## config.mk

```make
export PLATFORM = sky130hd
export DESIGN_NAME = lsu_flat
export DESIGN_NICKNAME = d
export VERILOG_FILES = /design/src/rtl/lsu_pkg.sv /design/src/rtl/lsu_if.sv /design/src/rtl/lsu_align.sv /design/src/rtl/lsu.sv /design/src/flat_wrapper.sv
export SDC_FILE = /design/constraint.sdc
export NUM_CORES = 1
export LEC_CHECK = 0
export ABC_AREA = 1
export CAP_MARGIN = 30
export CORE_MARGIN = 2
export CORE_UTILIZATION = 40
export CTS_CLUSTER_SIZE = 40
export DETAILED_ROUTE_END_ITERATION = 8
export HOLD_SLACK_MARGIN = 0.05
export PLACE_DENSITY_LB_ADDON = 0.3
export SLEW_MARGIN = 20
export SYNTH_ARGS = -nofsm -noshare
export SYNTH_HDL_FRONTEND = slang
export SYNTH_SLANG_ARGS = --single-unit
export TNS_END_PERCENT = 1
```

## constraint.sdc

```tcl
create_clock -name i_clk -period 3.7 [get_ports i_clk]
set_input_delay 0.74 -clock i_clk [delete_from_list [all_inputs] [get_ports i_clk]]
set_output_delay 0.74 -clock i_clk [all_outputs]
set_load 0.05 [all_outputs]
```

## src/rtl/lsu_pkg.sv

```systemverilog
`default_nettype none
// ============================================================================
//  Module   : lsu_pkg
//  Purpose  : Shared LSU encodings (access sizes, FSM states) and the
//             alignment/legality helper used by the alignment datapath.
//  Revision : 1.0  initial release
// ============================================================================
package lsu_pkg;

  // Access size codes, shared with the decoder tables
  localparam logic [1:0] LSU_SIZE_BYTE = 2'd0;
  localparam logic [1:0] LSU_SIZE_HALF = 2'd1;
  localparam logic [1:0] LSU_SIZE_WORD = 2'd2;

  // Transaction FSM states
  typedef enum logic [1:0] {
    LSU_ST_IDLE = 2'd0,
    LSU_ST_BUSY = 2'd1,
    LSU_ST_DONE = 2'd2
  } lsu_state_e;

  // True when the access may not go to the bus: unaligned half/word, or size 3
  function automatic logic lsu_misaligned(input logic [1:0] size,
                                          input logic [1:0] addr_lo);
    logic bad;
    case (size)
      LSU_SIZE_BYTE: bad = 1'b0;
      LSU_SIZE_HALF: bad = addr_lo[0];
      LSU_SIZE_WORD: bad = |addr_lo;
      default:       bad = 1'b1;
    endcase
    return bad;
  endfunction

endpackage
`default_nettype wire

```

## src/rtl/lsu_if.sv

```systemverilog
`default_nettype none
// ============================================================================
//  Module   : lsu_if
//  Purpose  : Word-addressed request/acknowledge data-memory bus.
//             master = LSU side, slave = memory side.
//  Revision : 1.0  initial release
// ============================================================================
interface lsu_if #(
  parameter int ADDR_WIDTH = 32
) ();

  logic                  mem_req;
  logic                  mem_we;
  logic [ADDR_WIDTH-1:0] mem_addr;
  logic [3:0]            mem_be;
  logic [31:0]           mem_wdata;
  logic                  mem_ack;
  logic [31:0]           mem_rdata;

  modport master (
    output mem_req, mem_we, mem_addr, mem_be, mem_wdata,
    input  mem_ack, mem_rdata
  );

  modport slave (
    input  mem_req, mem_we, mem_addr, mem_be, mem_wdata,
    output mem_ack, mem_rdata
  );

endinterface
`default_nettype wire

```

## src/rtl/lsu_align.sv

```systemverilog
`default_nettype none
// ============================================================================
//  Module   : lsu_align
//  Purpose  : Combinational lane logic: byte enables, store-data lane
//             replication, load extraction/extension and legality flag.
//  Revision : 1.0  initial release
// ============================================================================
module lsu_align
  import lsu_pkg::*;
(
  input  logic [1:0]  i_size,
  input  logic [1:0]  i_addr_lo,
  input  logic        i_sign_ext,
  input  logic [31:0] i_wdata,
  input  logic [31:0] i_rdata,
  output logic [3:0]  o_be,
  output logic [31:0] o_wdata,
  output logic [31:0] o_rdata,
  output logic        o_misaligned
);

  logic [31:0] shifted;

  // Lane selection for both directions; size 3 falls into the word arm but is
  // flagged illegal, so its lanes are never used
  always_comb begin
    shifted      = i_rdata >> {i_addr_lo, 3'b000};
    o_misaligned = lsu_misaligned(i_size, i_addr_lo);
    case (i_size)
      LSU_SIZE_BYTE: begin
        o_be    = 4'b0001 << i_addr_lo;
        o_wdata = {4{i_wdata[7:0]}};
        o_rdata = {{24{i_sign_ext & shifted[7]}}, shifted[7:0]};
      end
      LSU_SIZE_HALF: begin
        o_be    = i_addr_lo[1] ? 4'b1100 : 4'b0011;
        o_wdata = {2{i_wdata[15:0]}};
        o_rdata = {{16{i_sign_ext & shifted[15]}}, shifted[15:0]};
      end
      default: begin
        o_be    = 4'b1111;
        o_wdata = i_wdata;
        o_rdata = shifted;
      end
    endcase
  end

endmodule
`default_nettype wire

```

## src/rtl/lsu.sv

```systemverilog
`default_nettype none
// ============================================================================
//  Module   : lsu
//  Purpose  : Load/store unit. Runs one request/ack bus transaction per memory
//             instruction, stalls the core until it completes, formats load
//             data and faults misaligned/illegal accesses or bus timeouts.
//  Revision : 1.0  initial release
// ============================================================================
module lsu
  import lsu_pkg::*;
#(
  parameter int ADDR_WIDTH = 32,
  parameter int TIMEOUT    = 0
) (
  input  logic                  i_clk,
  input  logic                  i_rst,
  input  logic                  i_req,
  input  logic                  i_we,
  input  logic [1:0]            i_size,
  input  logic                  i_sign_ext,
  input  logic [ADDR_WIDTH-1:0] i_addr,
  input  logic [31:0]           i_wdata,
  output logic                  o_stall,
  output logic [31:0]           o_rdata,
  output logic                  o_fault,
  lsu_if.master                 mem
);

  // The counter holds the number of BUSY cycles already spent without ack, so
  // the TIMEOUT-th BUSY cycle is the one where it equals TIMEOUT-1.
  localparam int          CNT_W   = (TIMEOUT > 1) ? $clog2(TIMEOUT) : 1;
  localparam int unsigned TO_LAST = (TIMEOUT > 0) ? TIMEOUT - 1 : 0;

  lsu_state_e            state_q, state_d;
  logic                  req_q, req_d;
  logic                  we_q, we_d;
  logic [ADDR_WIDTH-1:0] addr_q, addr_d;
  logic [3:0]            be_q, be_d;
  logic [31:0]           wdata_q, wdata_d;
  logic [1:0]            lo_q, lo_d;
  logic [1:0]            size_q, size_d;
  logic                  sign_q, sign_d;
  logic [31:0]           rdata_q, rdata_d;
  logic                  fault_q, fault_d;
  logic [CNT_W-1:0]      cnt_q, cnt_d;

  logic                  idle;
  logic [1:0]            al_size;
  logic [1:0]            al_lo;
  logic                  al_sign;
  logic [3:0]            al_be;
  logic [31:0]           al_wdata;
  logic [31:0]           al_rdata;
  logic                  al_misaligned;

  // In IDLE the aligner sees the live request; in BUSY it formats read data
  // with the captured size/offset/sign
  always_comb begin
    idle    = (state_q == LSU_ST_IDLE);
    al_size = idle ? i_size      : size_q;
    al_lo   = idle ? i_addr[1:0] : lo_q;
    al_sign = idle ? i_sign_ext  : sign_q;
  end

  lsu_align u_align (
    .i_size       (al_size),
    .i_addr_lo    (al_lo),
    .i_sign_ext   (al_sign),
    .i_wdata      (i_wdata),
    .i_rdata      (mem.mem_rdata),
    .o_be         (al_be),
    .o_wdata      (al_wdata),
    .o_rdata      (al_rdata),
    .o_misaligned (al_misaligned)
  );

  // Next-state and next-register computation for the transaction FSM
  always_comb begin
    state_d = state_q;
    req_d   = req_q;
    we_d    = we_q;
    addr_d  = addr_q;
    be_d    = be_q;
    wdata_d = wdata_q;
    lo_d    = lo_q;
    size_d  = size_q;
    sign_d  = sign_q;
    rdata_d = rdata_q;
    fault_d = 1'b0;
    cnt_d   = cnt_q;
    case (state_q)
      LSU_ST_IDLE: begin
        if (i_req && !al_misaligned) begin
          addr_d  = {i_addr[ADDR_WIDTH-1:2], 2'b00};
          be_d    = al_be;
          wdata_d = al_wdata;
          we_d    = i_we;
          lo_d    = i_addr[1:0];
          size_d  = i_size;
          sign_d  = i_sign_ext;
          req_d   = 1'b1;
          cnt_d   = '0;
          state_d = LSU_ST_BUSY;
        end
      end
      LSU_ST_BUSY: begin
        // Ack has priority over a timeout expiring in the same cycle
        if (mem.mem_ack) begin
          if (!we_q) rdata_d = al_rdata;
          req_d   = 1'b0;
          state_d = LSU_ST_DONE;
        end else if ((TIMEOUT > 0) && (cnt_q == CNT_W'(TO_LAST))) begin
          fault_d = 1'b1;
          req_d   = 1'b0;
          state_d = LSU_ST_DONE;
        end else begin
          cnt_d = cnt_q + CNT_W'(1);
        end
      end
      LSU_ST_DONE: state_d = LSU_ST_IDLE;
      default:     state_d = LSU_ST_IDLE;
    endcase
  end

  // State and registered outputs; reset clears the bus request immediately
  always_ff @(posedge i_clk or posedge i_rst) begin
    if (i_rst) begin
      state_q <= LSU_ST_IDLE;
      req_q   <= 1'b0;
      we_q    <= 1'b0;
      addr_q  <= '0;
      be_q    <= '0;
      wdata_q <= '0;
      lo_q    <= '0;
      size_q  <= '0;
      sign_q  <= 1'b0;
      rdata_q <= '0;
      fault_q <= 1'b0;
      cnt_q   <= '0;
    end else begin
      state_q <= state_d;
      req_q   <= req_d;
      we_q    <= we_d;
      addr_q  <= addr_d;
      be_q    <= be_d;
      wdata_q <= wdata_d;
      lo_q    <= lo_d;
      size_q  <= size_d;
      sign_q  <= sign_d;
      rdata_q <= rdata_d;
      fault_q <= fault_d;
      cnt_q   <= cnt_d;
    end
  end

  // Stall covers the request cycle and all of BUSY; misalignment faults
  // combinationally in the request cycle, timeouts arrive registered
  always_comb begin
    o_stall = !i_rst && ((idle && i_req && !al_misaligned) ||
                         (state_q == LSU_ST_BUSY));
    o_fault = fault_q || (!i_rst && idle && i_req && al_misaligned);
  end

  assign o_rdata       = rdata_q;
  assign mem.mem_req   = req_q;
  assign mem.mem_we    = we_q;
  assign mem.mem_addr  = addr_q;
  assign mem.mem_be    = be_q;
  assign mem.mem_wdata = wdata_q;

endmodule
`default_nettype wire

```

## src/flat_wrapper.sv

```systemverilog
// flat-port wrapper written by rule: the top's interface ports become plain ports
module lsu_flat import lsu_pkg::*;
#(
  parameter int ADDR_WIDTH = 32,
  parameter int TIMEOUT    = 0
)
  (i_clk, i_rst, i_req, i_we, i_size, i_sign_ext, i_addr, i_wdata, o_stall, o_rdata, o_fault, mem_mem_req, mem_mem_we, mem_mem_addr, mem_mem_be, mem_mem_wdata, mem_mem_ack, mem_mem_rdata);
  lsu_if #(.ADDR_WIDTH(ADDR_WIDTH)) mem_i ();
  input  logic i_clk;
  input  logic i_rst;
  input  logic i_req;
  input  logic i_we;
  input  logic [1:0] i_size;
  input  logic i_sign_ext;
  input  logic [ADDR_WIDTH-1:0] i_addr;
  input  logic [31:0] i_wdata;
  output logic o_stall;
  output logic [31:0] o_rdata;
  output logic o_fault;
  output wire logic [$bits(mem_i.mem_req)-1:0] mem_mem_req;
  output wire logic [$bits(mem_i.mem_we)-1:0] mem_mem_we;
  output wire logic [$bits(mem_i.mem_addr)-1:0] mem_mem_addr;
  output wire logic [$bits(mem_i.mem_be)-1:0] mem_mem_be;
  output wire logic [$bits(mem_i.mem_wdata)-1:0] mem_mem_wdata;
  input wire logic [$bits(mem_i.mem_ack)-1:0] mem_mem_ack;
  input wire logic [$bits(mem_i.mem_rdata)-1:0] mem_mem_rdata;
  assign mem_mem_req = mem_i.mem_req;
  assign mem_mem_we = mem_i.mem_we;
  assign mem_mem_addr = mem_i.mem_addr;
  assign mem_mem_be = mem_i.mem_be;
  assign mem_mem_wdata = mem_i.mem_wdata;
  assign mem_i.mem_ack = mem_mem_ack;
  assign mem_i.mem_rdata = mem_mem_rdata;
  lsu #(.ADDR_WIDTH(ADDR_WIDTH), .TIMEOUT(TIMEOUT)) u_core (.i_clk(i_clk), .i_rst(i_rst), .i_req(i_req), .i_we(i_we), .i_size(i_size), .i_sign_ext(i_sign_ext), .i_addr(i_addr), .i_wdata(i_wdata), .o_stall(o_stall), .o_rdata(o_rdata), .o_fault(o_fault), .mem(mem_i));
endmodule
```

# Word-level counts from Yosys, hierarchy flattened
# Index checks and enable logic that the tools add are counted.
[word_totals]
rom_bits = 0
input_bits = 104
latchBits = 0
out_inout_bits = 104
memories = 0
regBits = 107
mem_bits_rw = 0
word_cells = 52
[op_classes]
n_lt_le_gt_ge = 0
n_eq_ne = 5
addsub = 0
shifts = 2
bitwise_logic = 3
muxes = 14
multipliers = 0
div = 0
n_reduce_logical = 18
[ops]
columns = ["cell", "n"]
rows = [
  ["$pmux W32 S2", 2],
  ["$shr A32 B5 Y32", 1],
  ["$mux W2", 4],
  ["$pmux W4 S2", 1],
  ["$logic_and A1 B1 Y1", 7],
  ["$reduce_and A3 Y1", 2],
  ["$eq A2 B1 Y1 const B", 2],
  ["$logic_not A2 Y1", 2],
  ["$mux W4", 1],
  ["$ne A2 B2 Y1 const B", 2],
  ["$pmux W2 S2", 1],
  ["$reduce_and A2 Y1", 2],
  ["$shl A1 B2 Y4 const A", 1],
  ["$mux W1", 3],
  ["$pmux W1 S3", 1],
  ["$and A1 B1 Y1", 2],
  ["$eq A2 B2 Y1 const B", 1],
  ["$logic_not A1 Y1", 2],
  ["$pmux W1 S2", 1],
  ["$reduce_bool A2 Y1", 1],
  ["$reduce_or A2 Y1", 1],
  ["$logic_or A1 B1 Y1", 1],
  ["$not A1 Y1", 1],
]

# Depth between registers and ports, before layout
# Gate-level depths: netlist of run 1.
[logic_depth]
word_depth = 8
depth_mapped = 12
mapped_depth_nobuf = 11

# By module
# A second synthesis of run 1 with hierarchy kept.
[hier_totals]
cells_unflattened = 749
hier_area_um2 = 5672.9
[by_module_without_submodules]
columns = ["module", "instances", "area_per_inst_um2", "cells_per_inst", "seq_area_each_um2"]
rows = [
  ["lsu", 1, 4394.2, 494, 2677.6],
  ["lsu_align", 1, 1278.7, 255, 0.0],
]

# Worst setup path after synthesis of run 1
# No wires, ideal clock.
[synth_timing]
kind = "input to output"
from = "input port i_addr[0]"
to = "output port o_fault"
arrival_time_ns = 2.450
path_stages = 7
setup_slack_ns = 0.510
path_buffers = 0
cell_sequence = "inv_1 -> nand2_2 -> nand2_4 -> nand2_4 -> nand2_4 -> nand2_2 -> nor3b_1"
[synth_via]
elab_chain_cells = 4
[synth_rtl]
columns = ["item", "line_no", "rtl"]
rows = [
  ["start: declaration", "flat_wrapper.sv:15", "input logic [ADDR_WIDTH-1:0] i_addr;"],
  ["$mux W2 (*)", "lsu.sv:61", "al_lo = idle ? i_addr[1:0] : lo_q;"],
  ["$reduce_or A2 Y1", "lsu_pkg.sv:29", "LSU_SIZE_WORD: bad = |addr_lo;"],
  ["$pmux W1 S3 (*)", "lsu_pkg.sv:26", "case (size)"],
  ["$logic_and A1 B1 Y1 (*)", "lsu.sv:161", "o_fault = fault_q || (!i_rst && idle && i_req && al_misaligned);"],
  ["end: declaration", "flat_wrapper.sv:19", "output logic o_fault;"],
]
# Every way passes the cells marked *; elsewhere a longest branch is shown, timed or not.

# Worst setup path after layout of run 1
# Ends and elaborated chain as after synthesis.

==> results.sh, run 1 <==
export IMPL_cts_root_to_sink_buffers=2
export IMPL_vias=5342
export IMPL_synth_area_per_cell_um2=7.526
export IMPL_synthFlopType="dfrtp_1"
export IMPL_syn_to_final_growth_pct=46.51
export IMPL_grtUsageMet1_pct=30.03
export IMPL_hp_start="u_core.mem.mem_addr[21]$_DFFE_PP0P_"
export IMPL_port_buffers=205
export IMPL_fin_ws_ns=0.4838
export IMPL_synth_top_area_share_pct=49.00
export IMPL_final_util_pct=60.21
export IMPL_worstSetupStartpointType="primary input"
export IMPL_drt_iter0_drc=478
export IMPL_drive_gt1_share_pct=7.500
export IMPL_cts_resized_gates=0
export IMPL_grt_overflow_total=0
export IMPL_synth_edff_count=0
export IMPL_ys_ff_latch=107
export IMPL_slowest_stage="clkdlybuf4s50_1"
export IMPL_tightest_slew_ns=0.7919
export IMPL_numCtsBuffers=9
export IMPL_ys_seq_area_share_pct=49.00
export IMPL_reg2reg_to="u_core.o_rdata[28]$_DFFE_PP0P_"
export IMPL_finalCriticalPeriod_ns=3.216
export IMPL_max_freq_mhz=310.9
export IMPL_power_leakage_nw=3.947
export IMPL_ys_types=28
export IMPL_maxCapViolations=0
export IMPL_endpoint_kind="output port"
export IMPL_ios=208
export IMPL_grt_pass1_vias=5060
export IMPL_min_to="u_core.mem.mem_addr[21]$_DFFE_PP0P_"
export IMPL_drc=0
export IMPL_dieArea_mm2=0.01461
export IMPL_postCtsSetupRepairBufs=0
export IMPL_dp_hpwl_um=11630
export IMPL_clk_pin_slew_ns=0.07
export IMPL_ys_warn_count=0
export IMPL_finalHoldViolations=0
export IMPL_initial_utilization_pct=41.10
export IMPL_gr_max_usage_layer="met2"
export IMPL_required_ns=2.96
export IMPL_place_ws_ns=0.4862
export IMPL_finalClockSkew_ns=0.006413
export IMPL_grt_max_degree=79
export IMPL_setup_tns_ns=0
export IMPL_nets=1020
export IMPL_slew_headroom_pct=47.20
export IMPL_via_per_inst=4.874
export IMPL_wire_per_inst_um=14.76
export IMPL_hold_slack_ns=0.4709
export IMPL_rsz0062_at_grt="no"
export IMPL_grt_usage_pct=22.61
export IMPL_finalPower_mw=8.357
export IMPL_power_density_mw_per_mm2=1044
export IMPL_cts_root_buf="clkbuf_16"
export IMPL_critPathMaxFanout=10
export IMPL_setup_violations=0
export IMPL_maxSlewViolCount=0
export IMPL_wirelength_um=16170
export IMPL_synthCells=726
export IMPL_ir_drop_mv=0.6044
export IMPL_gpl_final_weighted_congestion=0.8852
export IMPL_num_rows=42
export IMPL_die_y_um=120.9
export IMPL_synth_area_leaders="dfrtp_1 49%, nand2_1 23%, nand3_1 7.1%"
export IMPL_async_reset_ff_share_pct=100.0
export IMPL_use_met3_pct=4.605
export IMPL_worstSetupPathType="primary input to output port"
export IMPL_fin_crit_sh_pct=86.92
export IMPL_cpMostUsedCell="nand2_4"
export IMPL_whs_path_depth=2
export IMPL_nFillCells=1223
export IMPL_antenna_found_initial=0
export IMPL_h_tree_depth=3
export IMPL_netlist_top_cell_by_area="dfrtp_1"
export IMPL_outcome="complete, no violations"
export IMPL_antenna_left=0
export IMPL_r2r_slack_ns=1.18
export IMPL_syn_area_mm2=0.005464
export IMPL_die_w_um=120.9
export IMPL_most_common_layout_cells="338 x nand2_1, 203 x clkdlybuf4s50_1, 107 x dfrtp_1"
export IMPL_met2_usage_pct=35.46
export IMPL_r2r_start="u_core.state_q[0]$_DFFE_PP0P_"
export IMPL_reg2reg_depth=9
export IMPL_antenna_cells=0
export IMPL_cts_sinks=107
export IMPL_worstHoldPathType="flop to flop"
export IMPL_core_mm2=0.01330
export IMPL_first_pass_iters=5
export IMPL_clk_latency_ns=0.36
export IMPL_hold_buffers=0
export IMPL_grt_pass1_wl_um=25810
export IMPL_cts_tree="yes"
export IMPL_cpPeakStageDelay_ns=0.52
export IMPL_layout_commonest_cell="nand2_1"
export IMPL_worstPathArrival_ns=2.48
export IMPL_cp_cell_sequence="clkdlybuf4s50_1, inv_1, nand2_2, nand2_4, nand2_4, nand2_4, nand2_2, nor3b_1, buf_12"
-- synthesized netlist by cell type (2+ instances only) --
cell        n
nor2_4      3
a21oi_1    18
o21ai_0    18
or2_2      19
dfrtp_1   107
nand2_4     6
nand2_2    11
clkbuf_1    8
nand3b_1    7
buf_1       2
or2_0       4
nand3_1    77
buf_6       5
nand3_2     2
nand4_1     5
o21a_1      5
nor2_1     26
buf_2      16
nand2_1   338
buf_4       3
inv_1      39
-- worst max path at each step --
| stage | start | end | slack [ns] | depth (start not counted) |
|---|---|---|---|---|
| global route | i_addr[1] | o_fault | 0.36 | 9 |
| finish | i_addr[0] | o_fault | 0.48 | 9 |
| CTS | i_addr[1] | o_fault | 0.48 | 9 |
| floorplan | i_rst | u_core.lo_q[0]$_DFFE_PP0P_ | 0.14 | 1 |
| global placement | i_addr[1] | o_fault | 0.51 | 9 |
| detailed placement | i_addr[1] | o_fault | 0.49 | 9 |
-- report_power, final --
group / internal, mW / leakage [nW] / switching, mW
Clock: 0.678 / 0.166 / 0.431
Combinational: 1.66 / 2.48 / 3.55
Sequential: 1.73 / 1.31 / 0.301
-- cells by family after synthesis --
group           Yosys count  share of synthesized area [%]
simple gates            501                          40.35
flops                   107                          49.00
buf+inv                  74                          6.343
compound gates           43                          4.236
other cells               1                        0.06863
-- layer usage --
metal | routed length (um) | vias up
met2 | 7369 | 214
met3 | 1172 | 38
met4 | 496 | 0
li1 | - | 2649
met5 | 0 | -
met1 | 7133 | 2441
-- state kept, by name, summed over array words and instances (netlist names) --
name / flops
u_core.sign_q: 1
u_core.mem.mem_addr: 30
u_core.mem.mem_req: 1
u_core.mem.mem_wdata: 32
u_core.size_q: 2
u_core.lo_q: 2
u_core.o_rdata: 32
u_core.state_q: 2
u_core.mem.mem_be: 4
u_core.mem.mem_we: 1
-- layout make-up --
cell class                      count  area (um^2)  share of cell area (%)
Sequential cell                   107         2678                   33.45
Timing Repair Buffer              212         2170                   27.10
Clock buffer                       11        242.7                   3.032
Inverter                           40        152.6                   1.907
Multi-Input combinational cell    546         2444                   30.53
Tap cell                          176        220.2                   2.751
Clock inverter                      4        98.84                   1.235
-- stage by stage --
stage	instances	cell area (um^2)
6_report	1096	8005
5_1_grt	1096	8005
4_1_cts	1095	7978
3_5_place_dp	1080	7636
3_3_place_gp	1080	7636
2_1_floorplan	727	5468
-- critical path: cells and delay by family --
family        cells  cell delay, ns
buf+inv           3            0.77
simple gates      6            0.96
Note: power is estimated with default switching activity, not from simulation.
==> run 2: changes to the inputs <==
--- a/config.mk
+++ b/config.mk
@@ -12,5 +12,5 @@
 export CTS_CLUSTER_SIZE = 40
 export DETAILED_ROUTE_END_ITERATION = 8
-export HOLD_SLACK_MARGIN = 0.05
+export HOLD_SLACK_MARGIN = 0.06
 export PLACE_DENSITY_LB_ADDON = 0.3
 export SLEW_MARGIN = 20
==> constraint.sdc (replaced) <==
create_clock -name i_clk -period 3.7 [get_ports i_clk]
set_input_delay 0.37 -clock i_clk [delete_from_list [all_inputs] [get_ports i_clk]]
set_output_delay 0.37 -clock i_clk [all_outputs]
set_load 0.05 [all_outputs]
==> run 2 against run 1 <==
Die area is the same. Maximum frequency down 1.7%. Flip-flop and latch count unchanged.
==> results.sh, run 2 (same netlist as run 1, synthesis figures left out) <==
export IMPL_grt_overflow_total=0
export IMPL_port_buffers=205
export IMPL_cts_sinks=107
export IMPL_swShare_pct=52.67
export IMPL_setup_tns_ns=0
export IMPL_ios=208
export IMPL_power_density_mw_per_mm2=1033
export IMPL_grt_pass1_wl_um=26010
export IMPL_slew_headroom_pct=47.80
export IMPL_p_clk_share_pct=11.3
export IMPL_clk_latency_ns=0.36
export IMPL_slowest_stage="clkdlybuf4s50_1"
export IMPL_antenna_left=0
export IMPL_critPathMaxFanout=18
export IMPL_finalHoldViolations=0
export IMPL_maxCapViolations=0
export IMPL_grt_pass1_vias=5040
export IMPL_critPathLaunch="u_core.state_q[0]$_DFFE_PP0P_"
export IMPL_reg2reg_to="u_core.o_rdata[30]$_DFFE_PP0P_"
export IMPL_p_sw_mw=4.297
export IMPL_maxSlewViolCount=0
export IMPL_h_tree_depth=3
export IMPL_p_comb_share_pct=63.8
export IMPL_syn_to_final_growth_pct=44.56
export IMPL_drc=0
export IMPL_cp_cell_sequence="nor2_4, nand2_2, nand2_2, o21ai_2, nand2_2, nor3b_1, clkdlybuf4s50_1"
export IMPL_placed_cells=1079
export IMPL_drive_gt1_share_pct=7.182
export IMPL_final_instance_count_excl_fill=1095
export IMPL_path_buf_inv=1
export IMPL_first_pass_iters=5
export IMPL_finalPower_mw=8.159
export IMPL_cts_root_to_sink_buffers=2
export IMPL_tightest_slew_ns=0.7830
export IMPL_vias=5351
export IMPL_gpl_final_weighted_congestion=0.8731
export IMPL_wirelength_um=16340
export IMPL_max_freq_mhz=305.6
export IMPL_ff_latch_area_mm2=0.002678
export IMPL_postCtsSetupRepairBufs=0
export IMPL_p_seq_share_pct=24.9
export IMPL_grt_usage_pct=22.76
export IMPL_power_leakage_nw=3.891
export IMPL_cts_tree="yes"
export IMPL_layout_commonest_cell="nand2_1"
export IMPL_wire_per_inst_um=14.92
export IMPL_hold_buffers=0
export IMPL_fin_crit_sh_pct=88.45
export IMPL_dp_hpwl_um=11810
export IMPL_drt_iter0_drc=516
export IMPL_die_w_um=120.9
export IMPL_antenna_found_initial=0
export IMPL_multiInputGateArea_mm2=0.002444
export IMPL_cp_endpoint="o_fault"
export IMPL_intPower_mw=3.861
export IMPL_initial_utilization_pct=41.10
export IMPL_nets=1018
export IMPL_worstSetupStartpointType="flop"
export IMPL_cts_resized_gates=0
export IMPL_finalCriticalPeriod_ns=3.273
export IMPL_endpoint_kind="output port"
export IMPL_setup_violations=0
export IMPL_r2r_slack_ns=1.18
export IMPL_cts_root_buf="clkbuf_16"
export IMPL_worst_path_stages=7
export IMPL_critPathTopFamily="simple AND/OR/NAND/NOR gates"
export IMPL_dieArea_mm2=0.01461
export IMPL_core_mm2=0.01330
export IMPL_num_rows=42
export IMPL_most_common_layout_cells="338 x nand2_1, 204 x clkdlybuf4s50_1, 107 x dfrtp_1"
export IMPL_reg2reg_depth=9
export IMPL_cpMostUsedCell="nand2_2"
export IMPL_rsz0062_at_grt="no"
export IMPL_r2r_start="u_core.state_q[0]$_DFFE_PP0P_"
export IMPL_outcome="complete, no violations"
export IMPL_finalClockSkew_ns=0.009955
export IMPL_via_per_inst=4.887
export IMPL_grt_max_degree=79
export IMPL_worstSetupPathType="flop to output port"
export IMPL_worstPathArrival_ns=2.90
export IMPL_ir_drop_mv=0.7046
export IMPL_numCtsBuffers=9
export IMPL_required_ns=3.33
export IMPL_cpPeakStageDelay_ns=0.85
export IMPL_antenna_cells=0
export IMPL_nFillCells=1250
export IMPL_worstHoldPathType="flop to flop"
export IMPL_clk_pin_slew_ns=0.07
export IMPL_die_y_um=120.9
-- run 2: layout make-up --
| class | instances | share of cell area [%] |
|---|---|---|
| clock buffer | 12 | 3.121 |
| clock inverter | 4 | 0.4277 |
| inverter | 40 | 1.933 |
| multi-input combinational | 546 | 30.94 |
| sequential | 107 | 33.90 |
| tap | 176 | 2.788 |
| timing repair buffer | 210 | 26.90 |
-- run 2: how the worst min path moves through the flow --
stage,slack [ns],cells after the start,from,endpoint
final,0.47,2,u_core.mem.mem_wdata[19]$_DFFE_PP0P_,u_core.mem.mem_wdata[19]$_DFFE_PP0P_
after global routing,0.49,2,u_core.mem.mem_addr[17]$_DFFE_PP0P_,u_core.mem.mem_addr[17]$_DFFE_PP0P_
after CTS,0.47,2,u_core.mem.mem_wdata[19]$_DFFE_PP0P_,u_core.mem.mem_wdata[19]$_DFFE_PP0P_
after detailed placement,0.46,2,u_core.mem.mem_addr[14]$_DFFE_PP0P_,u_core.mem.mem_addr[14]$_DFFE_PP0P_
after global placement,0.45,2,u_core.mem.mem_be[1]$_DFFE_PP0P_,u_core.mem.mem_be[1]$_DFFE_PP0P_
after floorplan,0.45,2,u_core.sign_q$_DFFE_PP0P_,u_core.sign_q$_DFFE_PP0P_
-- run 2: layer usage --
layer	track usage, %	vias up	part of all wire [%]
li1	-	2647	-
met1	29.55	2457	43
met4	10.83	0	2.9
met2	36.55	213	46
met5	0	-	0
met3	4.417	34	7.7
-- run 2: worst min-delay path: stages (launching register included) --
cell and delay [ns]:
dfrtp_1 0.34, nand2_1 0.05, nand2_1 0.05
-- run 2: through the flow --
| stage | utilization (%) | worst slack (ns) | instance area [um^2] | hold slack (ns) |
|---|---|---|---|---|
| global placement | 57.30 | 0.7421 | 7619 | 0.4528 |
| global route | 59.41 | 0.2301 | 7899 | 0.4937 |
| floorplan | - | 0.5128 | 5468 | 0.4479 |
| detailed placement | 57.30 | 0.7016 | 7619 | 0.4571 |
| finish | 59.41 | 0.4273 | 7899 | 0.4704 |
| CTS | 59.41 | 0.4241 | 7899 | 0.4747 |
-- run 2: power by group through the flow --
| stage | sequential [mW] | combinational [mW] | clock (mW) |
|---|---|---|---|
| finish | 2.03 | 5.21 | 0.919 |
| global route | 2.11 | 5.57 | 1.00 |
| CTS | 2.04 | 5.23 | 0.944 |
| detailed placement | 2.05 | 5.22 | 0 |
| global placement | 2.04 | 5.17 | 0 |
| floorplan | 3.84 | 1.79 | 0 |
